`src/rtl/pad_user_gen.sv`:
```
// Per-datapath tuser flags and valid_last pulses for the horizontal pad filter.
// Datapath 0 gets the flags of the beat just accepted; datapath i sees them i beats later.
module pad_user_gen #(
  parameter int KERNEL_W_MAX        = 7,
  parameter int TUSER_WIDTH         = 4,
  parameter int INDEX_IS_COLS_1_K2  = 0,
  parameter int INDEX_IS_1x1        = 1,
  parameter int INDEX_IS_CIN_LAST   = 2,
  parameter int INDEX_IS_LAST_BLOCK = 3,
  parameter int COLS_WIDTH          = 10,
  parameter int CIN_WIDTH           = 10,
  parameter int BLOCKS_WIDTH        = 10
) (
  input  logic                                        aclk,
  input  logic                                        aresetn,
  input  logic                                        aclken,
  input  logic                                        start,
  input  logic [$clog2(KERNEL_W_MAX+1)-1:0]           kernel_w_1_in,
  input  logic [COLS_WIDTH-1:0]                       cols_1_in,
  input  logic [CIN_WIDTH-1:0]                        cin_1_in,
  input  logic [BLOCKS_WIDTH-1:0]                     blocks_1_in,
  input  logic                                        in_valid,
  output logic                                        in_ready,
  input  logic                                        out_ready,
  output logic [KERNEL_W_MAX-1:0]                     valid_last,
  output logic [KERNEL_W_MAX-1:0][TUSER_WIDTH-1:0]    user,
  output logic                                        busy,
  output logic                                        done
);

  localparam int KW_W = $clog2(KERNEL_W_MAX+1);

  logic [KW_W-1:0]         kernel_w_1;
  logic [COLS_WIDTH-1:0]   cols_1;
  logic [CIN_WIDTH-1:0]    cin_1;
  logic [BLOCKS_WIDTH-1:0] blocks_1;

  logic [COLS_WIDTH-1:0]   col;
  logic [CIN_WIDTH-1:0]    cin;
  logic [BLOCKS_WIDTH-1:0] block;

  logic                    start_ok;
  logic                    beat;
  logic                    cin_last;
  logic                    col_last;
  logic                    blk_last;
  logic [KW_W-1:0]         kw2;
  logic [TUSER_WIDTH-1:0]  flags_p0;

  logic [KERNEL_W_MAX-1:0][TUSER_WIDTH-1:0] sr_p1;
  logic                                     vld_p1;

  // cols_1 - kw2 with one extra sign bit, so a kernel wider than the row never matches.
  function automatic logic signed [COLS_WIDTH:0] cols_minus_k2(
    input logic [COLS_WIDTH-1:0] c1,
    input logic [KW_W-1:0]       k2
  );
    logic signed [COLS_WIDTH:0] a;
    logic signed [COLS_WIDTH:0] b;
    a = $signed({1'b0, c1});
    b = $signed({{(COLS_WIDTH+1-KW_W){1'b0}}, k2});
    return a - b;
  endfunction

  assign start_ok = aclken & start & ~busy;
  assign in_ready = busy & out_ready & aclken;
  assign beat     = in_valid & in_ready;

  assign cin_last = (cin == cin_1);
  assign col_last = (col == cols_1);
  assign blk_last = (block == blocks_1);
  assign kw2      = kernel_w_1 >> 1;

  // Stage p0: flags of the beat currently presented, from pre-increment counters
  always_comb begin
    flags_p0 = '0;
    flags_p0[INDEX_IS_COLS_1_K2]  = (kw2 != '0) &&
                                    (cols_minus_k2(cols_1, kw2) == $signed({1'b0, col}));
    flags_p0[INDEX_IS_1x1]        = (kernel_w_1 == '0);
    flags_p0[INDEX_IS_CIN_LAST]   = cin_last;
    flags_p0[INDEX_IS_LAST_BLOCK] = blk_last;
  end

  always_ff @(posedge aclk or negedge aresetn) begin
    if (!aresetn) begin
      kernel_w_1 <= '0;
      cols_1     <= '0;
      cin_1      <= '0;
      blocks_1   <= '0;
      cin        <= '0;
      col        <= '0;
      block      <= '0;
      busy       <= 1'b0;
      done       <= 1'b0;
    end else if (aclken) begin
      done <= 1'b0;
      if (start_ok) begin
        kernel_w_1 <= kernel_w_1_in;
        cols_1     <= cols_1_in;
        cin_1      <= cin_1_in;
        blocks_1   <= blocks_1_in;
        cin        <= '0;
        col        <= '0;
        block      <= '0;
        busy       <= 1'b1;
      end else if (beat) begin
        if (!cin_last) begin
          cin <= cin + 1'b1;
        end else begin
          cin <= '0;
          if (!col_last) begin
            col <= col + 1'b1;
          end else begin
            col <= '0;
            if (!blk_last) begin
              block <= block + 1'b1;
            end else begin
              block <= '0;
              busy  <= 1'b0;
              done  <= 1'b1;
            end
          end
        end
      end
    end
  end

  // Stage p1: delay chain; residue of the previous frame is pushed out by new beats
  always_ff @(posedge aclk or negedge aresetn) begin
    if (!aresetn) begin
      sr_p1  <= '0;
      vld_p1 <= 1'b0;
    end else if (aclken) begin
      vld_p1 <= beat;
      if (beat) begin
        sr_p1 <= {sr_p1[KERNEL_W_MAX-2:0], flags_p0};
      end
    end
  end

  assign user = sr_p1;

  always_comb begin
    valid_last = '0;
    for (int i = 0; i < KERNEL_W_MAX; i++) begin
      valid_last[i] = vld_p1 & sr_p1[i][INDEX_IS_CIN_LAST];
    end
  end

endmodule

```
`config.mk`:
```
export PLATFORM = sky130hd
export DESIGN_NAME = pad_user_gen
export DESIGN_NICKNAME = d
export VERILOG_FILES = /design/src/rtl/pad_user_gen.sv
export SDC_FILE = /design/constraint.sdc
export NUM_CORES = 1
export LEC_CHECK = 0
export CAP_MARGIN = 20
export CORE_MARGIN = 10
export CORE_UTILIZATION = 40
export DETAILED_ROUTE_END_ITERATION = 10
export SETUP_SLACK_MARGIN = 0.2
export SYNTH_ARGS = -nofsm -noshare
export SYNTH_HDL_FRONTEND = slang
export SYNTH_SLANG_ARGS = --single-unit
```
`constraint.sdc`:
```
create_clock -name aclk -period 2.75 [get_ports aclk]
set_input_delay 0.275 -clock aclk [delete_from_list [all_inputs] [get_ports aclk]]
set_output_delay 0.275 -clock aclk [all_outputs]
set_load 0.01 [all_outputs]
```
* Word-level counts from Yosys, hierarchy flattened
Index checks and enable logic that the tools add are counted.
** Storage, ports and cells
- Memory bits (read-only) :: 0
- Register bits :: 94
- Bits in writable memories :: 0
- Output and inout port bits :: 38
- Memories :: 0
- Word-level logic and storage cells :: 73
- Bits in latches :: 0
** Cells by class
- Multiply operators :: 0
- Shift operators :: 0
- Equal/unequal tests :: 4
- Multiplexer cells :: 22
- Reduce and logical (&&, ||, !) cells :: 13
- Add/subtract/negate cells :: 4
- Order comparisons :: 0
- Bitwise gates (word level) :: 13
- Div/mod/pow operators :: 0
** Operators by type and width (count)
- $mux 10 :: 12
- $add 10x1->10 const B :: 3
- $eq 10x10->1 :: 3
- $and 1x1->1 :: 12
- $eq 11x11->1 :: 1
- $sub 10x2->11 :: 1
- $mux 1 :: 10
- $reduce_bool 2->1 :: 4
- $reduce_and 2->1 :: 3
- $reduce_and 5->1 :: 1
- $reduce_and 4->1 :: 1
- $logic_not 3->1 :: 1
- $reduce_and 3->1 :: 1
- $reduce_bool 3->1 :: 1
- $logic_and 1x1->1 :: 1
- $not 1->1 :: 1

* Depth between registers and ports, before layout
- Word-level depth :: 6
- Gate-level depth with buffers :: 8

* Worst setup path before layout
No wires, ideal clock.
- Path kind :: flip-flop to flip-flop
- From :: register cin[6]
- To :: register block[3]
- Cell stages (with the launch flop) :: 7
- Required time :: 2.630 ns
- Buffers on the path :: 1
- Path slack :: 0.334 ns
- Arrival :: 2.296 ns
- Setup time :: 0.120 ns
- Clock period less this slack :: 2.416 ns
- Cells stage by stage :: dfrtp_1 > xor2_1 > or4_4 > or4_4 > buf_6 > o311a_1 > a41o_1
** On the way
- Longest elaborated chain between the ends :: 3
** RTL lines
- from (decl) :: line 39 : logic [CIN_WIDTH-1:0] cin;
- from (signal assigned) :: line 108 : cin <= cin + 1'b1;
- $eq 10x10->1 :: line 69 : assign cin_last = (cin == cin_1);
- $reduce_bool 2->1 (no source line)
- $reduce_and 4->1 (no source line)
- to (signal assigned) :: line 116 : block <= block + 1'b1;
- to (decl) :: line 40 : logic [BLOCKS_WIDTH-1:0] block;
Every way passes these cells.
A chain may end at the register's enable or synchronous reset.

* Worst setup path in the final report
- From :: register cin[5]
- To :: register col[3]
** On the way
- Longest elaborated chain between the ends :: 3
** RTL lines
- $eq 10x10->1 :: line 69
- $reduce_bool 2->1 (no source line)
- $reduce_and 3->1 (no source line)
- to (signal assigned) :: line 112 : col <= col + 1'b1;
- to (decl) :: line 38 : logic [COLS_WIDTH-1:0] col;
Every way passes these cells.

==> results.sh <==
export IMPL_r2r_cells=5
export IMPL_yosysWarnings=0
export IMPL_p_sw_frac=0.3148
export IMPL_wire_per_inst_um=16.30
export IMPL_cp_start_kind="flip-flop"
export IMPL_dieArea_um2=16890
export IMPL_utilization=0.5205
export IMPL_antenna_left=0
export IMPL_first_pass_iters=4
export IMPL_min_from="cols_1_in[3]"
export IMPL_yosys_area_top_type="dfrtp_1"
export IMPL_critPathArrivalTime_ps=2780
export IMPL_cts_root_buf="clkbuf_16"
export IMPL_r2r_start="cin[5]"
export IMPL_wl_um=12950
export IMPL_hold_path_depth=3
export IMPL_overflow=0
export IMPL_leakage_nw=2.928
export IMPL_clock_latency_ps=360
export IMPL_fin_crit_sh=0.9078
export IMPL_setup_violations=0
export IMPL_synth_top_area_share=0.4862
export IMPL_power_density_nw_per_um2=642.7
export IMPL_avgSynthCellArea_um2=8.671
export IMPL_syn_to_final_growth_pct=28.14
export IMPL_synth_most_common_cell="nand2_1"
export IMPL_num_vias=4231
export IMPL_crit_required_ps=3030
export IMPL_drt_iter0_drc=388
export IMPL_p_clk_frac=0.324
export IMPL_maxSlewViolCount=0
export IMPL_switchingPower_w=0.001254
export IMPL_synth_cell_area_um2=4838
export IMPL_r2r_slack_ps=250
export IMPL_gp_congestion=0.8546
export IMPL_tns_ps=0
export IMPL_yosysSeqAreaShare=0.4862
export IMPL_tightest_slew_ps=640.9
export IMPL_antenna_found_initial=0
export IMPL_grt_pass1_vias=4193
export IMPL_netlist_instances=558
export IMPL_cts_tree="done"
export IMPL_hold_class="input port to flip-flop"
export IMPL_post_dp_hpwl_um=9164
export IMPL_rsz0062_at_grt="yes"
export IMPL_drv_cap=0
export IMPL_clk_pin_slew_ps=70
export IMPL_r2r_end="col[3]"
export IMPL_io_pins=77
export IMPL_status="completed"
export IMPL_synth_edf_count=0
export IMPL_clock_sinks=94
export IMPL_fin_crit_ps=2496
export IMPL_drc_errors=0
export IMPL_hold_viol=0
export IMPL_grt_pass1_wl_um=21290
export IMPL_port_buffers=76
export IMPL_comb_power_share=0.231
export IMPL_end_kind="flip-flop"
export IMPL_synthTopCellsByCount="nand2_1, dfrtp_1, xor2_1"
export IMPL_synth_area_leaders="dfrtp_1, nand2_1, xor2_1"
export IMPL_internal_power_w=0.002730
export IMPL_antenna_cells=0
export IMPL_yosys_most_used_dff="dfrtp_1"
export IMPL_max_clock_freq_mhz=400.6
export IMPL_ys_ff_latch=94
export IMPL_start_util=0.4062
export IMPL_grt_usage=0.1566
export IMPL_coreArea_um2=11910
export IMPL_chipWidth_um=130.0
export IMPL_hold_path_endpoint="cols_1[3]"
export IMPL_cp_max_fo=5
export IMPL_clk_path_buf_depth=2
export IMPL_grt_start_max_net_pins=50
export IMPL_synth_nets=603
export IMPL_vias_per_cell=5.329
export IMPL_vdd_drop_max_mv=0.2758
export IMPL_skew_ps=12.14
export IMPL_drive_gt1_frac=0.08037
export IMPL_path_class="flip-flop to flip-flop"
export IMPL_relSlewSlack=0.5688
export IMPL_num_rows=40
export IMPL_tritoncts_num_buffers=9
export IMPL_synth_cell_types=56
export IMPL_seqPwrFrac=0.445
export IMPL_nets=687
export IMPL_htree_levels=3
export IMPL_async_reset_ff_frac=1.000
export IMPL_die_y_um=130.0
==> flip-flops by register name (all words and copies together), names as in the netlist <==
register / count
blocks_1: 10
cols_1: 10
cin_1: 10
user: 28
block: 10
cin: 10
done: 1
kernel_w_1: 3
col: 10
vld_p1: 1
busy: 1
==> cell type report <==
class / count / area [um^2]
inverters: 15 / 56.30
multi-input cells: 423 / 2355
clock buffers: 9 / 225.2
clock inverters: 7 / 80.08
repair buffers: 99 / 945.9
flip-flops and latches: 94 / 2354
well taps: 147 / 183.9
fillers: 1152 / 5712
==> per-layer routing <==
layer,global-route usage,vias up,part of all wire,wire length (um)
li1,-,2066,-,-
met1,0.2009,2042,0.47,6101
met2,0.2529,110,0.46,5997
met3,0.03895,13,0.054,696
met4,0.05225,0,0.011,148
met5,0,-,0,0
==> cells in the final DEF, fill, tap and decap left out, types with 2 or more instances in the layout <==
cell             synthesis  layout
clkinvlp_4               0       2
nor4_1                   7       7
nand4_1                 10      10
nor3_1                  10      10
and2_1                   9       9
o211ai_1                 2       2
a21oi_1                 12      12
mux2i_1                  2       2
or4_1                    4       3
clkdlybuf4s50_1          0      75
dfrtp_1                 94      93
o31ai_1                  4       4
xnor2_1                  8       8
or4_4                    2       4
or3_1                    4       3
nand4b_1                 3       3
buf_4                    0      22
nand3_1                 16      16
o311a_1                  3       3
ha_1                     5       5
o41ai_1                  2       2
a32oi_1                  3       3
nor2_1                  25      24
nand3b_1                 2       2
a21o_1                   2       2
inv_6                    0       3
o21ai_0                 17      17
nand2_1                190     190
a41o_1                   2       2
xor2_1                  35      35
a32o_1                   3       3
nor3b_1                  2       2
and3_1                   6       6
clkbuf_16                0       9
nor2b_1                  2       2
a31oi_1                  9       9
inv_1                   15      15
==> worst max-delay path by stage <==
stage / startpoint / end / slack, ps / depth (start not counted)
after floorplan: cin[6] / block[3] / 330 / 6
after global placement: cin[6] / block[0] / 190 / 5
after detailed placement: aclken / block[3] / 150 / 7
after CTS: cin[6] / col[3] / 160 / 5
after global routing: cin[5] / col[3] / 170 / 5
final: cin[5] / col[3] / 250 / 5
==> through the flow <==
step / power [W] / worst slack [ps] / cell area [um^2] / hold WS [ps] / std cells
after global routing: 0.004225 / 169.6 / 6200 / 440.0 / 794
after detailed placement: 0.002689 / 150.1 / 5813 / 320.1 / 770
after CTS: 0.004006 / 163.7 / 6152 / 436.8 / 790
final: 0.003985 / 253.6 / 6200 / 441.6 / 794
after floorplan: 0.002291 / 333.6 / 4838 / -20.59 / 558
after global placement: 0.002653 / 192.8 / 5813 / 318.4 / 770
==> repair_timing <==
action,4_1_cts,5_1_grt
pin swaps,1,4
setup buffers,2,3
resized for setup,0,6
setup endpoints to repair,2,14
gates cloned,1,1
hold endpoints to repair,45,0
hold buffers,1,0
==> power groups by stage <==
stage / Sequential, W / Combinational, W / Clock, W
2_1_floorplan: 0.00176 / 0.000529 / 0
3_3_place_gp: 0.00179 / 0.000862 / 0
3_5_place_dp: 0.00180 / 0.000888 / 0
4_1_cts: 0.00177 / 0.000909 / 0.00132
5_1_grt: 0.00180 / 0.00104 / 0.00138
6_report: 0.00177 / 0.000922 / 0.00129
==> kinds of logic (layout without fill, tap and decap cells) <==
logic type / count (synthesis) / count (layout) / synth area share
compound gates: 71 / 71 / 0.1011
xor+xnor: 43 / 43 / 0.07784
fa+ha+maj: 6 / 6 / 0.01707
buf+inv: 43 / 130 / 0.03543
flops: 94 / 94 / 0.4862
mux: 2 / 2 / 0.004138
simple gates: 299 / 301 / 0.2783
==> worst max-delay path, stage by stage, from the launching register on <==
cell     delay [ps]
dfrtp_1         410
xor2_1          200
or4_4           600
or4_4           550
or4_1           520
a21oi_1         150
Note: power is estimated with default switching activity, not from simulation.
